===== config.mk =====
export PLATFORM = sky130hd
export DESIGN_NAME = pipe3_core_param_flat
export DESIGN_NICKNAME = d
export VERILOG_FILES = /design/src/rtl/pipe3_core_param_if.sv /design/src/rtl/pipe3_core_param.sv /design/src/flat_wrapper.sv
export SDC_FILE = /design/constraint.sdc
export NUM_CORES = 2
export LEC_CHECK = 0
export ABC_AREA = 1
export CAP_MARGIN = 10
export CORE_ASPECT_RATIO = 0.8
export CORE_MARGIN = 5
export CORE_UTILIZATION = 47
export DETAILED_ROUTE_END_ITERATION = 10
export SYNTH_ARGS = -nofsm -noshare
export SYNTH_HDL_FRONTEND = slang
export SYNTH_SLANG_ARGS = --single-unit

===== constraint.sdc =====
create_clock -name clk -period 7.79 [get_ports clk]
set_input_delay 1.558 -clock clk [delete_from_list [all_inputs] [get_ports clk]]
set_output_delay 1.558 -clock clk [all_outputs]
set_load 0.005 [all_outputs]

===== src/rtl/pipe3_core_param_if.sv =====
// rtl/pipe3_core_param_if.sv - fetch, debug and writeback bus of pipe3_core_param
//
// Purpose: groups every non-clock/reset signal of the core into one bundle.
// Ports (seen from the core, modport master):
//   imem_addr  out PC_W    fetch address (current PC)
//   imem_data  in  16      instruction at imem_addr, same-cycle read
//   dbg_sel    in  4       register index for debug read
//   dbg_data   out DATA_W  R[dbg_sel]
//   wb_en      out 1       writeback strobe
//   wb_rd      out 4       writeback register index
//   wb_data    out DATA_W  writeback value
//   stall      out 1       decode interlock active
//   mult_busy  out 1       multiplier running
// The slave modport is the environment side (memory, display, control).
interface pipe3_core_param_if #(
    parameter int DATA_W = 16,
    parameter int PC_W   = 12
);
    logic [PC_W-1:0]   imem_addr;
    logic [15:0]       imem_data;
    logic [3:0]        dbg_sel;
    logic [DATA_W-1:0] dbg_data;
    logic              wb_en;
    logic [3:0]        wb_rd;
    logic [DATA_W-1:0] wb_data;
    logic              stall;
    logic              mult_busy;

    modport master (
        output imem_addr,
        input  imem_data,
        input  dbg_sel,
        output dbg_data,
        output wb_en,
        output wb_rd,
        output wb_data,
        output stall,
        output mult_busy
    );

    modport slave (
        input  imem_addr,
        output imem_data,
        output dbg_sel,
        input  dbg_data,
        input  wb_en,
        input  wb_rd,
        input  wb_data,
        input  stall,
        input  mult_busy
    );
endinterface


===== src/rtl/pipe3_core_param.sv =====
// rtl/pipe3_core_param.sv - parametrised 3-stage (decode/execute/writeback) 16-bit-instruction core
//
// Purpose: decode reads the instruction and register file into DX, execute
// computes the ALU result into XW and resolves jumps/branches, writeback
// commits XW to the register file. Full forwarding, one-bubble flush on taken
// control flow, interlock of MUL/MFLO/MFHI against the multi-cycle multiplier.
// Ports:
//   clk    in  core clock
//   reset  in  synchronous active-high reset (overrides run)
//   run    in  global enable; 0 freezes every state element
//   bus    pipe3_core_param_if.master (fetch, debug read, writeback, status)
module pipe3_core_param #(
    parameter int DATA_W      = 16,
    parameter int PC_W        = 12,
    parameter int MULT_CYCLES = 4
) (
    input  logic               clk,
    input  logic               reset,
    input  logic               run,
    pipe3_core_param_if.master bus
);
    localparam int CNT_W = (MULT_CYCLES > 1) ? $clog2(MULT_CYCLES) : 1;

    localparam logic [3:0] OP_ADD  = 4'h0;
    localparam logic [3:0] OP_SUB  = 4'h1;
    localparam logic [3:0] OP_SGTI = 4'h2;
    localparam logic [3:0] OP_AND  = 4'h3;
    localparam logic [3:0] OP_OR   = 4'h4;
    localparam logic [3:0] OP_XOR  = 4'h5;
    localparam logic [3:0] OP_ANDI = 4'h6;
    localparam logic [3:0] OP_ORI  = 4'h7;
    localparam logic [3:0] OP_XORI = 4'h8;
    localparam logic [3:0] OP_ADDI = 4'h9;
    localparam logic [3:0] OP_SUBI = 4'hA;
    localparam logic [3:0] OP_JMP  = 4'hB;
    localparam logic [3:0] OP_BEZ  = 4'hC;
    localparam logic [3:0] OP_MFLO = 4'hD;
    localparam logic [3:0] OP_MFHI = 4'hE;
    localparam logic [3:0] OP_MUL  = 4'hF;

    typedef enum logic {
        M_IDLE,
        M_BUSY
    } mult_state_t;

    // Architectural and pipeline state
    logic [PC_W-1:0]     pc;
    logic [DATA_W-1:0]   regs [16];

    logic                dx_valid;
    logic [15:0]         dx_instr;
    logic [PC_W-1:0]     dx_pc;
    logic [DATA_W-1:0]   dx_a;      // R[rs]
    logic [DATA_W-1:0]   dx_b;      // R[rt]
    logic [DATA_W-1:0]   dx_d;      // R[rd], the BEZ test operand

    logic                xw_valid;
    logic                xw_we;
    logic [3:0]          xw_rd;
    logic [DATA_W-1:0]   xw_data;

    mult_state_t         m_state;
    logic [CNT_W-1:0]    m_cnt;
    logic [DATA_W-1:0]   m_a;
    logic [DATA_W-1:0]   m_b;
    logic [2*DATA_W-1:0] product;

    // ---------------- Decode ----------------
    logic [15:0]       d_instr;
    logic [3:0]        d_op;
    logic [3:0]        d_rd;
    logic [3:0]        d_rs;
    logic [3:0]        d_rt;
    logic              wb_fire;
    logic [DATA_W-1:0] d_a;
    logic [DATA_W-1:0] d_b;
    logic [DATA_W-1:0] d_d;
    logic              d_uses_mult;
    logic              dx_is_mul;
    logic              mult_busy_i;
    logic              stall_i;

    assign d_instr = bus.imem_data;
    assign d_op    = d_instr[15:12];
    assign d_rd    = d_instr[11:8];
    assign d_rs    = d_instr[7:4];
    assign d_rt    = d_instr[3:0];

    assign wb_fire = xw_valid & xw_we;

    // Write-first read: the value being committed this edge is what decode sees.
    assign d_a = (wb_fire && xw_rd == d_rs) ? xw_data : regs[d_rs];
    assign d_b = (wb_fire && xw_rd == d_rt) ? xw_data : regs[d_rt];
    assign d_d = (wb_fire && xw_rd == d_rd) ? xw_data : regs[d_rd];

    assign mult_busy_i = (m_state == M_BUSY);
    assign dx_is_mul   = dx_valid && (dx_instr[15:12] == OP_MUL);
    assign d_uses_mult = (d_op == OP_MUL) || (d_op == OP_MFLO) || (d_op == OP_MFHI);
    // A MUL sitting in DX will start the multiplier at this edge, so anything
    // touching the product must wait just as if the unit were already busy.
    assign stall_i     = d_uses_mult && (mult_busy_i || dx_is_mul);

    // ---------------- Execute ----------------
    logic [3:0]        x_op;
    logic [3:0]        x_rd;
    logic [3:0]        x_rs;
    logic [3:0]        x_rt;
    logic              xw_hit;
    logic [DATA_W-1:0] x_a;
    logic [DATA_W-1:0] x_b;
    logic [DATA_W-1:0] x_d;
    logic [DATA_W-1:0] x_imm;
    logic [DATA_W-1:0] x_res;
    logic              x_we;
    logic              x_branch;
    logic              flush;
    logic [PC_W-1:0]   x_target;
    logic [PC_W+11:0]  jmp_ext;
    logic [PC_W+7:0]   bez_off;
    logic              mult_start;

    assign x_op  = dx_instr[15:12];
    assign x_rd  = dx_instr[11:8];
    assign x_rs  = dx_instr[7:4];
    assign x_rt  = dx_instr[3:0];
    assign x_imm = {{(DATA_W-4){1'b0}}, x_rs};

    // XW holds the immediately preceding instruction; it overrides what DX captured.
    assign xw_hit = xw_valid & xw_we;
    assign x_a = (xw_hit && xw_rd == x_rs) ? xw_data : dx_a;
    assign x_b = (xw_hit && xw_rd == x_rt) ? xw_data : dx_b;
    assign x_d = (xw_hit && xw_rd == x_rd) ? xw_data : dx_d;

    // Extend-then-truncate handles PC_W both narrower and wider than the field.
    assign jmp_ext = {{PC_W{1'b0}}, dx_instr[11:0]};
    assign bez_off = {{PC_W{dx_instr[7]}}, dx_instr[7:0]};

    always_comb begin
        x_res    = '0;
        x_we     = 1'b1;
        x_branch = 1'b0;
        x_target = jmp_ext[PC_W-1:0];
        case (x_op)
            OP_ADD:  x_res = x_a + x_b;
            OP_SUB:  x_res = x_a - x_b;
            OP_SGTI: x_res = {{(DATA_W-1){1'b0}}, (x_b > x_imm)};
            OP_AND:  x_res = x_a & x_b;
            OP_OR:   x_res = x_a | x_b;
            OP_XOR:  x_res = x_a ^ x_b;
            OP_ANDI: x_res = x_b & x_imm;
            OP_ORI:  x_res = x_b | x_imm;
            OP_XORI: x_res = x_b ^ x_imm;
            OP_ADDI: x_res = x_b + x_imm;
            OP_SUBI: x_res = x_b - x_imm;
            OP_JMP: begin
                x_we     = 1'b0;
                x_branch = 1'b1;
            end
            OP_BEZ: begin
                x_we     = 1'b0;
                x_branch = (x_d == '0);
                x_target = dx_pc + PC_W'(1) + bez_off[PC_W-1:0];
            end
            OP_MFLO: x_res = product[DATA_W-1:0];
            OP_MFHI: x_res = product[2*DATA_W-1:DATA_W];
            default: x_we  = 1'b0;   // MUL: result lands in the product register
        endcase
    end

    assign flush      = dx_valid & x_branch;
    assign mult_start = dx_valid && (x_op == OP_MUL);

    // ---------------- Pipeline registers and register file ----------------
    always_ff @(posedge clk) begin
        if (reset) begin
            pc       <= '0;
            dx_valid <= 1'b0;
            dx_instr <= '0;
            dx_pc    <= '0;
            dx_a     <= '0;
            dx_b     <= '0;
            dx_d     <= '0;
            xw_valid <= 1'b0;
            xw_we    <= 1'b0;
            xw_rd    <= '0;
            xw_data  <= '0;
            for (int i = 0; i < 16; i++) begin
                regs[i] <= '0;
            end
        end else if (run) begin
            if (wb_fire) begin
                regs[xw_rd] <= xw_data;
            end

            xw_valid <= dx_valid;
            xw_we    <= dx_valid & x_we;
            // wb_rd/wb_data keep the last real writeback across bubbles.
            if (dx_valid && x_we) begin
                xw_rd   <= x_rd;
                xw_data <= x_res;
            end

            // Flush beats stall: the held instruction is on the wrong path anyway.
            dx_valid <= !(flush || stall_i);
            dx_instr <= d_instr;
            dx_pc    <= pc;
            dx_a     <= d_a;
            dx_b     <= d_b;
            dx_d     <= d_d;

            if (flush) begin
                pc <= x_target;
            end else if (!stall_i) begin
                pc <= pc + PC_W'(1);
            end
        end
    end

    // ---------------- Multiplier FSM ----------------
    always_ff @(posedge clk) begin
        if (reset) begin
            m_state <= M_IDLE;
            m_cnt   <= '0;
            m_a     <= '0;
            m_b     <= '0;
            product <= '0;
        end else if (run) begin
            case (m_state)
                M_IDLE: begin
                    if (mult_start) begin
                        m_state <= M_BUSY;
                        m_a     <= x_a;
                        m_b     <= x_b;
                        m_cnt   <= CNT_W'(MULT_CYCLES - 1);
                    end
                end
                M_BUSY: begin
                    if (m_cnt == '0) begin
                        product <= (2*DATA_W)'(m_a) * (2*DATA_W)'(m_b);
                        m_state <= M_IDLE;
                    end else begin
                        m_cnt <= m_cnt - CNT_W'(1);
                    end
                end
                default: m_state <= M_IDLE;
            endcase
        end
    end

    // ---------------- Outputs ----------------
    assign bus.imem_addr = pc;
    assign bus.dbg_data  = regs[bus.dbg_sel];
    assign bus.wb_en     = run & wb_fire;
    assign bus.wb_rd     = xw_rd;
    assign bus.wb_data   = xw_data;
    assign bus.stall     = stall_i;
    assign bus.mult_busy = mult_busy_i;
endmodule


===== src/flat_wrapper.sv =====
// flat-port wrapper written by rule: the top's interface ports become plain ports
module pipe3_core_param_flat 
#(
    parameter int DATA_W      = 16,
    parameter int PC_W        = 12,
    parameter int MULT_CYCLES = 4
)
  (clk, reset, run, bus_imem_addr, bus_imem_data, bus_dbg_sel, bus_dbg_data, bus_wb_en, bus_wb_rd, bus_wb_data, bus_stall, bus_mult_busy);
  pipe3_core_param_if #(.DATA_W(DATA_W), .PC_W(PC_W)) bus_i ();
  input  logic clk;
  input  logic reset;
  input  logic run;
  output wire logic [$bits(bus_i.imem_addr)-1:0] bus_imem_addr;
  input wire logic [$bits(bus_i.imem_data)-1:0] bus_imem_data;
  input wire logic [$bits(bus_i.dbg_sel)-1:0] bus_dbg_sel;
  output wire logic [$bits(bus_i.dbg_data)-1:0] bus_dbg_data;
  output wire logic [$bits(bus_i.wb_en)-1:0] bus_wb_en;
  output wire logic [$bits(bus_i.wb_rd)-1:0] bus_wb_rd;
  output wire logic [$bits(bus_i.wb_data)-1:0] bus_wb_data;
  output wire logic [$bits(bus_i.stall)-1:0] bus_stall;
  output wire logic [$bits(bus_i.mult_busy)-1:0] bus_mult_busy;
  assign bus_imem_addr = bus_i.imem_addr;
  assign bus_i.imem_data = bus_imem_data;
  assign bus_i.dbg_sel = bus_dbg_sel;
  assign bus_dbg_data = bus_i.dbg_data;
  assign bus_wb_en = bus_i.wb_en;
  assign bus_wb_rd = bus_i.wb_rd;
  assign bus_wb_data = bus_i.wb_data;
  assign bus_stall = bus_i.stall;
  assign bus_mult_busy = bus_i.mult_busy;
  pipe3_core_param #(.DATA_W(DATA_W), .PC_W(PC_W), .MULT_CYCLES(MULT_CYCLES)) u_core (.clk(clk), .reset(reset), .run(run), .bus(bus_i));
endmodule

==> impl_metrics.yaml <==
outcome:
  status: "finished clean"
floorplan:
  fp.dieW_um: 331
  ios: 74
  fp.dieH_um: 267
  die-area_um2: 88600
  start_util: 0.473
  num_rows: 94
  core_area_um2: 82100
synth:
  synth-edff-count: 256
  synth_top_family_by_area: "compound AO/OA/AOI/OAI gates"
  synthCells: 5423
  yosys_warnings: 0
  async_flop_share: 0
  synth-simple-area-share: 0.202
  synthAdderAreaFrac: 0.164
  ys_types: 56
  synth_compound_area_frac: 0.220
  ys_ff_latch: 434
  synth.mux.area_fraction: 0
  synthXorXnorAreaFrac: 0.0106
  netlist_area_um2: 38900
  syn_avg_cell_area_um2: 7.17
  synth_ff_type: "edfxtp_1"
  ys_seq_area_frac: 0.290
  syn-num-nets: 5835
sta:
  worst_hold_slack_ns: 0.466
  post-route-min-period_ns: 6.11
  slew_headroom: 0.122
  max_freq_ghz: 0.164
  setup_violations: 0
  tightestPinTransition_ns: 1.30
  finalWorstSetupSlack_ns: 1.68
  period_share: 0.784
  drv_slew: 0
  rsz0062_at_grt: "false"
  hold_viol: 0
  skew_ns: 0.0311
  tns_ns: 0
grt:
  grt_pass1_vias: 35300
  grt_overflow: 0
  grt_pass1_wl_um: 223000
  gr-usage-all-layers: 0.323
  antenna_found_initial: 8
  grt_start_max_net_pins: 182
final_layout:
  finalCoreUtilization: 0.508
  finalNetCount: 5646
  drive_gt1_frac: 0.0415
  area_growth_pct: 7.41
routing:
  avgViaCountPerCell: 5.99
  firstDrtPassIters: 8
  drc: 0
  wl_per_cell_um: 23.3
  ant_nets: 0
  drt-initial-drc-count: 5445
  vias: 38200
  wl_um: 149000
clock_network:
  clk_path_buf_depth: 3
  htree_levels: 2
  cts_sinks: 434
  clk_pin_slew_ns: 0.06
  cts_tree: "done"
  cts-hold-fix-buffers: 0
  numCtsBuffers: 51
  cts-root-buf: "clkbuf_16"
  clk_latency_ns: 0.64
  postCtsSetupBuffers: 0
  ctsResizeCount: 0
worst_setup_path:
  regToRegStartpoint: "u_core.m_a[11]$_SDFFE_PP0P_"
  worst_ep_required_time_ns: 8.26
  cp.arrival_ns: 6.58
  startpoint: "u_core.m_a[11]$_SDFFE_PP0P_"
  start_kind: "flop"
  endpoint_kind: "flop"
  setup.worst_path.class: "reg -> reg"
  cp_max_fo: 17
power:
  leakage_nw: 18.5
  p_per_area_nw_per_um2: 153
  power.share.switching: 0.319
  finalPower_mw: 6.39
  p_int_mw: 4.35
  p_sw_mw: 2.04
  power.share.clock: 0.396
  seqPwrFrac: 0.407
  irDropWorstVdd_mv: 0.172
  comb_power_share: 0.198
worst_hold_path:
  hp-class: "reg -> reg"
  min_from: "u_core.dx_a[11]$_SDFFE_PP0P_"
placement:
  portBuffers: 73
  gp_congestion: 0.961
  dp_slack_ns: 1.79
  dpl.hpwl_um: 103000
flow_run:
  cap_violations: 0
[worst paths after layout]
check,to,slack [ns],cells after the start
hold reg to reg,u_core.dx_a[11]$_SDFFE_PP0P_,0.47,2
hold / removal,u_core.dx_a[11]$_SDFFE_PP0P_,0.47,2
setup / recovery,u_core.product[23]$_SDFFE_PP0P_,1.68,18
setup reg to reg,u_core.product[23]$_SDFFE_PP0P_,1.68,18
[cell usage after synthesis, types with 178 or more instances]
cell type  count  area share
o211ai_1     284       0.055
nor2_1       477       0.046
edfxtp_1     256        0.20
a21oi_1      493       0.063
inv_1        736       0.071
fa_1         198        0.10
nand2_1      947       0.091
o21ai_0      627       0.081
clkbuf_1     321       0.031
ha_1         191       0.061
dfxtp_1      178       0.092
nand3_1      356       0.046
[power groups by stage]
| stage | clock network, mW | logic [mW] | registers (mW) |
|---|---|---|---|
| finish | 2.53 | 1.26 | 2.60 |
| global route | 2.64 | 1.36 | 2.61 |
| CTS | 2.55 | 1.22 | 2.59 |
| detailed placement | 0 | 1.22 | 2.64 |
| global placement | 0 | 1.21 | 2.64 |
| floorplan | 0 | 0.798 | 2.61 |
[cell usage in the layout (no fill, tap or decap), drive strengths merged, types with 6 or more instances in the layout]
| cell | instances |
|---|---|
| a211oi | 9 |
| a21oi | 494 |
| a221oi | 8 |
| a31oi | 6 |
| buf | 83 |
| clkbuf | 76 |
| clkdlybuf4s50 | 59 |
| clkinv | 33 |
| dfxtp | 178 |
| edfxtp | 256 |
| fa | 198 |
| ha | 191 |
| inv | 749 |
| nand2 | 963 |
| nand3 | 363 |
| nand4 | 28 |
| nor2 | 482 |
| nor3 | 31 |
| nor4 | 8 |
| o211ai | 284 |
| o21ai | 632 |
| o21bai | 19 |
| o221ai | 20 |
| o22ai | 17 |
| xnor2 | 15 |
| xor2 | 32 |
[cells by family (layout without fill, tap and decap cells)]
group,after synthesis,after routing
and+or+nand+nor,1886,1886
AOI/OAI and AO/OA,1510,1510
buffers and inverters,1157,1007
DFF,434,434
adders and majority gates,389,389
xor gates and xnor gates,47,47
other,0,5
[stage by stage]
stage | area [µm²] | cells
2_1_floorplan | 38900 | 5423
3_3_place_gp | 40000 | 6283
3_5_place_dp | 40000 | 6283
5_1_grt | 41700 | 6377
6_report | 41700 | 6382
4_1_cts | 41700 | 6375
[layer usage]
| layer | part of all wire | track usage | vias up |
|---|---|---|---|
| met5 | 0.00022 | 0 | - |
| met4 | 0.030 | 0.0919 | 4 |
| met3 | 0.12 | 0.0758 | 305 |
| met2 | 0.42 | 0.478 | 2226 |
| met1 | 0.43 | 0.474 | 18000 |
| li1 | - | - | 17700 |
[area by class of cell]
class	count	area (µm²)
Fill cell	8282	40400
Multi-Input combinational cell	3832	23200
Sequential cell	434	11300
Inverter	773	2910
Clock buffer	76	1510
Tap cell	1104	1380
Timing Repair Buffer	142	1280
Clock inverter	16	201
Antenna cell	5	12.5
[registers in the layout, summed over array words and instances, names as in the netlist]
name and flops:
u_core.bus.imem_addr 12, u_core.bus.mult_busy 1, u_core.bus.wb_data 16, u_core.bus.wb_rd 4
u_core.dx_a 16, u_core.dx_b 16, u_core.dx_d 16, u_core.dx_instr 16
u_core.dx_pc 12, u_core.dx_valid 1, u_core.m_a 16, u_core.m_b 16
u_core.m_cnt 2, u_core.product 32, u_core.regs 256, u_core.xw_valid 1
u_core.xw_we 1
[critical path, cell delays in order, from the launching register on]
cell and delay (ns):
dfxtp_1 0.81, nand2_1 0.19, fa_1 0.54, fa_1 0.54, inv_1 0.06, fa_1 0.59
fa_1 0.47, fa_1 0.49, inv_1 0.06, fa_1 0.48, inv_1 0.06, ha_1 0.34
a21oi_1 0.27, inv_1 0.07, a21oi_1 0.21, o21bai_1 0.11, a21o_1 0.20, o21ai_0 0.32
o21ai_0 0.14
Note: power is estimated with default switching activity, not from simulation.
